`src/rtl/mem_port_arbiter.sv`:
```
// Fetch / load-store arbiter for the shared single-ported RAM.
// Define MEM_ARB_RR_EN for round-robin; default is fixed priority with starvation guard.
module mem_port_arbiter #(
    parameter int ADDR_WIDTH   = 10,
    parameter int DATA_WIDTH   = 32,
    parameter int STARVE_LIMIT = 4
) (
    input  logic                  clk,
    input  logic                  rst_n,
    input  logic                  i_req,
    input  logic [ADDR_WIDTH-1:0] i_addr,
    output logic                  i_gnt,
    output logic                  i_rvalid,
    output logic [DATA_WIDTH-1:0] i_rdata,
    output logic                  i_err,
    input  logic                  d_req,
    input  logic                  d_we,
    input  logic [ADDR_WIDTH-1:0] d_addr,
    input  logic [DATA_WIDTH-1:0] d_wdata,
    output logic                  d_gnt,
    output logic                  d_rvalid,
    output logic [DATA_WIDTH-1:0] d_rdata,
    output logic                  d_err,
    output logic                  ram_mem_write,
    output logic [ADDR_WIDTH-1:0] ram_addr,
    output logic [DATA_WIDTH-1:0] ram_write_data,
    input  logic [DATA_WIDTH-1:0] ram_read_data
);

    logic i_aligned;
    logic d_aligned;
    logic i_win;

    assign i_aligned = (i_addr[1:0] == 2'b00);
    assign d_aligned = (d_addr[1:0] == 2'b00);

`ifdef MEM_ARB_RR_EN
    // last_d set means the data port took the most recent grant
    logic last_d;

    always_ff @(posedge clk or negedge rst_n) begin
        if (!rst_n) begin
            last_d <= 1'b1;
        end else if (i_gnt) begin
            last_d <= 1'b0;
        end else if (d_gnt) begin
            last_d <= 1'b1;
        end
    end

    assign i_win = last_d;
`else
    localparam logic [3:0] LIMIT = 4'(STARVE_LIMIT);

    logic [3:0] starve_cnt;

    always_ff @(posedge clk or negedge rst_n) begin
        if (!rst_n) begin
            starve_cnt <= 4'd0;
        end else if (!i_req || i_gnt) begin
            starve_cnt <= 4'd0;
        end else if (starve_cnt != LIMIT) begin
            starve_cnt <= starve_cnt + 4'd1;
        end
    end

    assign i_win = (starve_cnt == LIMIT);
`endif

    // Grants are held low while reset is asserted so no access escapes
    always_comb begin
        i_gnt = 1'b0;
        d_gnt = 1'b0;
        unique case (1'b1)
            rst_n && i_req && d_req: begin
                i_gnt = i_win;
                d_gnt = !i_win;
            end
            rst_n && i_req && !d_req: i_gnt = 1'b1;
            rst_n && !i_req && d_req: d_gnt = 1'b1;
            default: ;
        endcase
    end

    always_comb begin
        ram_addr       = '0;
        ram_write_data = '0;
        ram_mem_write  = 1'b0;
        if (i_gnt) begin
            ram_addr = {i_addr[ADDR_WIDTH-1:2], 2'b00};
        end else if (d_gnt) begin
            ram_addr       = {d_addr[ADDR_WIDTH-1:2], 2'b00};
            ram_write_data = d_wdata;
            ram_mem_write  = d_we && d_aligned;
        end
    end

    always_ff @(posedge clk or negedge rst_n) begin
        if (!rst_n) begin
            i_rvalid <= 1'b0;
            i_err    <= 1'b0;
            i_rdata  <= '0;
            d_rvalid <= 1'b0;
            d_err    <= 1'b0;
            d_rdata  <= '0;
        end else begin
            i_rvalid <= i_gnt;
            i_err    <= i_gnt && !i_aligned;
            i_rdata  <= (i_gnt && i_aligned) ? ram_read_data : '0;
            d_rvalid <= d_gnt;
            d_err    <= d_gnt && !d_aligned;
            d_rdata  <= (d_gnt && d_aligned && !d_we) ? ram_read_data : '0;
        end
    end

endmodule
```
`config.mk`:
```
export PLATFORM = sky130hd
export DESIGN_NAME = mem_port_arbiter
export DESIGN_NICKNAME = d
export VERILOG_FILES = /design/src/rtl/mem_port_arbiter.sv
export SDC_FILE = /design/constraint.sdc
export NUM_CORES = 1
export LEC_CHECK = 0
export ABC_AREA = 1
export CAP_MARGIN = 20
export CELL_PAD_IN_SITES_DETAIL_PLACEMENT = 0
export CELL_PAD_IN_SITES_GLOBAL_PLACEMENT = 1
export CORE_MARGIN = 10
export CORE_UTILIZATION = 24
export CTS_BUF_LIST = sky130_fd_sc_hd__clkbuf_16
export DETAILED_ROUTE_END_ITERATION = 7
export PLACE_DENSITY_LB_ADDON = 0.1
export SYNTH_ARGS = -nofsm -noshare
export SYNTH_HDL_FRONTEND = slang
export SYNTH_SLANG_ARGS = --single-unit
```
`constraint.sdc`:
```
create_clock -name clk -period 2 [get_ports clk]
set_clock_uncertainty 0.15 [all_clocks]
set_input_delay 0.5 -clock clk [delete_from_list [all_inputs] [get_ports clk]]
set_output_delay 0.5 -clock clk [all_outputs]
set_load 0.05 [all_outputs]
```
==> results of run 1 <==
[power groups by stage]
stage                     logic [mW]  clock network [mW]  registers (mW)
after global placement         0.919                   0            1.51
after floorplan                0.358                   0            1.58
after detailed placement       0.923                   0            1.52
final                          0.939                1.70            1.49
after CTS                      0.951                1.75            1.49
after global routing           0.999                1.82            1.49
[metrics by stage]
stage / total power, mW / setup slack, ps / setup TNS [ps] / hold WS, ps
5_1_grt: 4.31 / -424 / -17050 / 371
3_3_place_gp: 2.43 / -410 / -16850 / 309
3_5_place_dp: 2.44 / -437 / -17950 / 310
4_1_cts: 4.19 / -389 / -15570 / 316
2_1_floorplan: 1.94 / -241 / -7090 / 54.4
6_report: 4.13 / -332 / -13310 / 270
[area by class of cell]
class / instances / area, um2 / area share [%]
repair buffers: 231 / 2560 / 41.0
flip-flops and latches: 72 / 1800 / 28.9
multi-input cells: 153 / 1050 / 16.9
inverters: 77 / 309 / 4.96
clock buffers: 9 / 225 / 3.61
well taps: 147 / 184 / 2.95
clock inverters: 7 / 93.8 / 1.50
repair inverters: 1 / 11.3 / 0.181
diodes: 1 / 2.50 / 0.0401
[per-layer routing]
| layer | global-route usage (%) | up-vias | share of wire [%] |
|---|---|---|---|
| met3 | 8.80 | 10 | 16 |
| met4 | 2.98 | 0 | 0.95 |
| li1 | - | 1336 | - |
| met5 | 0 | - | 0 |
| met1 | 12.4 | 1232 | 35 |
| met2 | 20.3 | 125 | 48 |
[worst register-to-register path: cells and delay by family (launching register included)]
family                   cells  cell delay [ps]
adder cells (fa/ha/maj)      1              150
buffers and inverters        4              520
flip-flops                   1              380
AND/OR/NAND/NOR              4              360
[cells in the final DEF, fill, tap and decap left out, types with 2 or more instances in the layout]
cell,synthesis,layout
buf_6,5,4
dlygate4sd3_1,0,2
o21ai_0,2,2
nor2_1,97,70
nand2_4,0,9
buf_12,1,47
conb_1,1,2
dlygate4sd2_1,0,2
nor2_2,6,2
inv_2,1,3
dfrtp_1,72,72
clkbuf_16,0,9
xor2_1,2,2
clkdlybuf4s50_1,0,85
buf_4,2,91
nand3_1,3,3
bufinv_16,0,2
nor2_4,1,32
inv_1,75,73
nand2_2,2,16
nand2_1,30,6
inv_8,0,2
inv_6,1,2
[registers in the layout, summed over array words and instances (netlist names)]
| register | count |
|---|---|
| starve_cnt | 4 |
| d_err | 1 |
| i_rdata | 32 |
| d_rvalid | 1 |
| d_rdata | 32 |
| i_rvalid | 1 |
| i_err | 1 |
[path summary, 6_finish.rpt]
check,start,end,slack (ps),cells after the start
max reg2reg,starve_cnt[1]$_DFFE_PN0P_,i_rdata[24]$_DFF_PN0_,370,9
min in group clk,starve_cnt[0]$_DFFE_PN0P_,starve_cnt[0]$_DFFE_PN0P_,460,2
min reg2reg,starve_cnt[0]$_DFFE_PN0P_,starve_cnt[0]$_DFFE_PN0P_,460,2
max in group asynchronous,rst_n,i_rdata[24]$_DFF_PN0_,910,2
max,starve_cnt[1]$_DFFE_PN0P_,ram_write_data[21],-330,9
min,rst_n,d_rdata[6]$_DFF_PN0_,270,2
[logic make-up after synthesis]
group,count (synthesis),synth area share [%]
buffers and inverters,88,13.9
adder cells (fa/ha/maj),2,0.866
flip-flops,72,62.4
AND/OR/NAND/NOR,143,21.4
AO/OA/AOI/OAI,4,0.780
other,1,0.130
XOR/XNOR,2,0.607
[repair_timing]
item | in CTS | in global routing
gates cloned | 1 | 0
resized for setup | 28 | 5
endpoints found under the setup margin | 43 | 43
hold endpoints to repair | 6 | 0
hold buffers | 2 | 0
pin swaps | 3 | 2
==> impl_metrics.env, run 1 <==
export IMPL_htreeDepth=3
export IMPL_die_width_um=130
export IMPL_slew_headroom_pct=46.6
export IMPL_ys_seq_area_share_pct=62.4
export IMPL_die_area_mm2=0.0168
export IMPL_slowest_delay_ps=380
export IMPL_peakVddDrop_mv=0.372
export IMPL_holdCritPathClass="primary input to async pin"
export IMPL_wl_per_cell_um=15.1
export IMPL_grt_use_total_pct=12.3
export IMPL_async_flop_share_pct=100
export IMPL_antenna_found_initial=1
export IMPL_start_util_pct=24.2
export IMPL_syn2layout_area_growth_pct=116
export IMPL_synth_edff_count=0
export IMPL_power_density_mw_per_mm2=662
export IMPL_final_core_util_pct=52.4
export IMPL_crit_top_cell="buf_12"
export IMPL_p_leak_nw=3.23
export IMPL_status="complete, but fails checks"
export IMPL_post_route_period_util_pct=117
export IMPL_wl_mm=10.5
export IMPL_p_seq_share_pct=36.1
export IMPL_syn_area_per_cell_um2=9.26
export IMPL_die_y_um=130
export IMPL_drtPass1Iterations=4
export IMPL_ys_ff_latch=72
export IMPL_critPathKind="flip-flop to output pin"
export IMPL_grt_pass1_wl_mm=16.1
export IMPL_clock_sinks=72
export IMPL_cts_buffer_depth=2
export IMPL_design_final_nets=636
export IMPL_io_pins=202
export IMPL_worst_slew_pin_slew_ps=800
export IMPL_setup_viol=43
export IMPL_path_cells="inv_2 > ha_4 > nand3_4 > nor2_4 > nor2_8 > inv_8 > buf_12 > nor2_2 > buf_12"
export IMPL_pwr_share_comb_pct=22.7
export IMPL_final_cells=698
export IMPL_violations="setup timing"
export IMPL_critPathRequiredTime_ps=1350
export IMPL_stdcell_area_mm2=0.00624
export IMPL_netlist_area_mm2=0.00289
export IMPL_dp_hpwl_mm=8.68
export IMPL_vias=2703
export IMPL_antenna_left=0
export IMPL_clkPwrFrac_pct=41.2
export IMPL_dpl_cell_area_mm2=0.00579
export IMPL_synthCells=312
export IMPL_grt_pass1_vias=3000
export IMPL_slowest_stage="dfrtp_1"
export IMPL_crit_fanout=9
export IMPL_synth_ff_type="dfrtp_1"
export IMPL_portBuffers=199
export IMPL_grt_start_max_net_pins=67
export IMPL_synthTopCellsByArea="dfrtp_1 (62%), nor2_1 (13%), inv_1 (9.7%)"
export IMPL_switchingPower_mw=1.11
export IMPL_synth_most_common_cell="nor2_1"
export IMPL_critical_path_top_delay_family="buffers and inverters"
export IMPL_core_area_mm2=0.0119
export IMPL_sw_frac_of_total_pct=26.9
export IMPL_viasPerCell=3.87
export IMPL_final_hold_viol_count=0
export IMPL_cp_start_kind="flip-flop"
export IMPL_internal_power_mw=3.02
export IMPL_grt_setup_unrepaired="true"
export IMPL_yosys_warnings=0
export IMPL_cts_clk_slew_worst_paths_ps=60
export IMPL_fill_cells=1073
export IMPL_yosysTopAreaCell="dfrtp_1"
export IMPL_max_freq_mhz=429
export IMPL_worst_path_buf_inv=4
export IMPL_gp_congestion=0.680
export IMPL_first_iter_violations=169
export IMPL_end_kind="output pin"
export IMPL_ys_types=24
export IMPL_post_cts_repair_setup_buffers=0
export IMPL_post_place_cells=678
export IMPL_drc=0
export IMPL_grt_ovfl_total=0
export IMPL_drv_cap=0
export IMPL_worst_slack_ps=-332
export IMPL_yosys_area_top_type_share_pct=62.4
export IMPL_period_needed_ps=2330
export IMPL_cts_made_buffers=9
export IMPL_synth_commonest_cells="nor2_1 (97), inv_1 (75), dfrtp_1 (72)"
export IMPL_insertion_delay_ps=320
export IMPL_cts_root_buf="clkbuf_16"
export IMPL_cts_tree="yes"
export IMPL_slew_violations=0
export IMPL_layout_drive_gt1_share_pct=41.3
export IMPL_arrival_ps=1680
export IMPL_rows=40
Note: power is estimated with default switching activity, not from simulation.
==> run 2, diff against run 1 <==
CORE_MARGIN = 2   (was 10)
CTS_CLUSTER_SIZE = 12   (was not set)
==> run 2 against run 1 <==
The run still ends with setup timing left. Critical endpoint is now ram_write_data[27]. Cell area grew 2.3%. Fmax shrank 1.7%. Global-route usage grew 2.0 points. Highest routed layer unchanged. Largest power group unchanged.
==> impl_metrics.env, run 2 (synthesis results as in run 1) <==
export IMPL_cts_tree="yes"
export IMPL_ctsHoldBuffers=0
export IMPL_portBuffers=199
export IMPL_final_cells=699
export IMPL_crit_fanout=7
export IMPL_holdCritPathClass="primary input to async pin"
export IMPL_clkPwrFrac_pct=44.2
export IMPL_peakVddDrop_mv=0.356
export IMPL_wl_mm=9.23
export IMPL_final_hold_viol_count=0
export IMPL_gp_congestion=0.708
export IMPL_drv_cap=0
export IMPL_end_kind="output pin"
export IMPL_switchingPower_mw=1.11
export IMPL_layout_commonest_cell="buf_4"
export IMPL_slew_headroom_pct=47.3
export IMPL_antenna_cells=0
export IMPL_core_area_mm2=0.0119
export IMPL_first_iter_violations=94
export IMPL_stdcell_area_mm2=0.00638
export IMPL_die_y_um=114
export IMPL_power_density_mw_per_mm2=690
export IMPL_post_route_period_util_pct=119
export IMPL_viasPerCell=3.92
export IMPL_grt_use_total_pct=14.3
export IMPL_dpl_cell_area_mm2=0.00578
export IMPL_die_area_mm2=0.0129
export IMPL_grt_pass1_wl_mm=14.1
export IMPL_internal_power_mw=3.29
export IMPL_clock_sinks=72
export IMPL_period_needed_ps=2370
export IMPL_drtPass1Iterations=4
export IMPL_cts_root_buf="clkbuf_16"
export IMPL_grt_ovfl_total=0
export IMPL_critPathRequiredTime_ps=1350
export IMPL_cts_clk_slew_worst_paths_ps=60
export IMPL_cts_buffer_depth=2
export IMPL_r2r_end="i_rdata[1]$_DFF_PN0_"
export IMPL_grt_start_max_net_pins=63
export IMPL_p_seq_share_pct=33.9
export IMPL_design_final_nets=638
export IMPL_die_width_um=114
export IMPL_grt_pass1_vias=2833
export IMPL_r2r_start="starve_cnt[0]$_DFFE_PN0P_"
export IMPL_worst_slack_ps=-373
export IMPL_pwr_share_comb_pct=21.9
export IMPL_syn2layout_area_growth_pct=121
export IMPL_largestRegisters="d_rdata (32), i_rdata (32), starve_cnt (4)"
export IMPL_htreeDepth=3
export IMPL_cp_start_kind="flip-flop"
export IMPL_rr_worst_depth=9
export IMPL_setup_viol=43
export IMPL_violations="setup timing"
export IMPL_antenna_found_initial=0
export IMPL_drc=0
export IMPL_antenna_left=0
export IMPL_grt_setup_unrepaired="true"
export IMPL_slew_violations=0
export IMPL_critPathKind="flip-flop to output pin"
export IMPL_sw_frac_of_total_pct=25.2
export IMPL_cts_made_buffers=9
export IMPL_final_cell_mix="buf_4 (95), clkdlybuf4s50_1 (85), dfrtp_1 (72), inv_1 (71), nor2_1 (70)"
export IMPL_vias=2742
export IMPL_final_core_util_pct=53.8
export IMPL_rows=40
export IMPL_io_pins=202
export IMPL_insertion_delay_ps=320
export IMPL_post_place_cells=675
export IMPL_dp_hpwl_mm=7.23
export IMPL_max_freq_mhz=421
export IMPL_start_util_pct=24.3
export IMPL_wl_per_cell_um=13.2
export IMPL_layout_drive_gt1_share_pct=42.6
export IMPL_worst_slew_pin_slew_ps=790
export IMPL_p_leak_nw=3.32
export IMPL_arrival_ps=1720
export IMPL_status="complete, but fails checks"
export IMPL_rrSetupSlack_ps=350
[run 2: cell types whose count changed in the layout (fill, tap and decap cells not counted), moves of 2 or more]
cell / previous run / this run
nand2_4: 9 / 13
buf_4: 91 / 95
nor2_2: 2 / 0
dlygate4sd3_1: 2 / 0
inv_1: 73 / 71
buf_6: 4 / 0
clkbuf_16: 9 / 12
nor2_4: 32 / 34
nand2_2: 16 / 13
bufinv_16: 2 / 4
[run 2: area by class of cell]
cell class	instances	area [um2]
repair inverters	1	11.3
repair buffers	233	2620
inverters	77	309
multi-input cells	153	1080
clock inverters	7	143
fillers	1060	5480
well taps	147	184
flip-flops and latches	72	1800
clock buffers	9	225
[run 2: worst max-delay path: stages (launching register included)]
cell and delay (ps):
dfrtp_1 360, inv_2 50, ha_4 170, nand3_4 70
nor2_4 60, nor2_8 140, clkinv_8 110, clkbuf_16 180
nor2_4 100, buf_12 140
[run 2: what timing repair did]
item / CTS / global route
pin swaps: 1 / 5
endpoints found under the hold margin: 0 / 0
setup endpoints to repair: 43 / 43
resized for setup: 22 / 15
cloned: 1 / 3
setup buffers: 3 / 1
[run 2: power by group through the flow]
stage	sequential [mW]	clock (mW)	combinational (mW)
floorplan	1.58	0	0.358
global placement	1.52	0	0.912
detailed placement	1.52	0	0.915
CTS	1.49	2.00	0.940
global route	1.49	2.06	1.02
finish	1.49	1.95	0.964
[run 2: routing by layer]
metal,global-route usage (%),vias up,routed length [um]
met5,0,-,0
met4,5.12,0,116
met3,6.64,8,1030
met2,23.8,126,4570
met1,16.2,1266,3520
li1,-,1342,-
[run 2: worst max-delay path by stage]
stage	start	end	slack [ps]	cells past startpoint
3_3_place_gp	i_req	ram_write_data[10]	-410	8
3_5_place_dp	d_req	ram_write_data[31]	-430	7
6_report	starve_cnt[0]$_DFFE_PN0P_	ram_write_data[27]	-370	9
4_1_cts	starve_cnt[0]$_DFFE_PN0P_	ram_write_data[0]	-430	9
2_1_floorplan	starve_cnt[0]$_DFFE_PN0P_	ram_write_data[0]	-240	8
5_1_grt	starve_cnt[1]$_DFFE_PN0P_	ram_write_data[27]	-460	9
[run 2: through the flow]
stage	setup TNS (ps)	power [mW]	setup slack, ps	hold slack [ps]
floorplan	-7090	1.94	-241	54.4
global placement	-16730	2.43	-412	414
detailed placement	-18470	2.43	-430	416
CTS	-17320	4.43	-429	58.7
global route	-18340	4.57	-461	82.5
finish	-14810	4.40	-373	67.9
==> run 3, diff against run 2 <==
CAP_MARGIN = 10   (was 20)
==> results of run 3 <==
No change in the layout: final DEF, timing and power equal those of run 2.
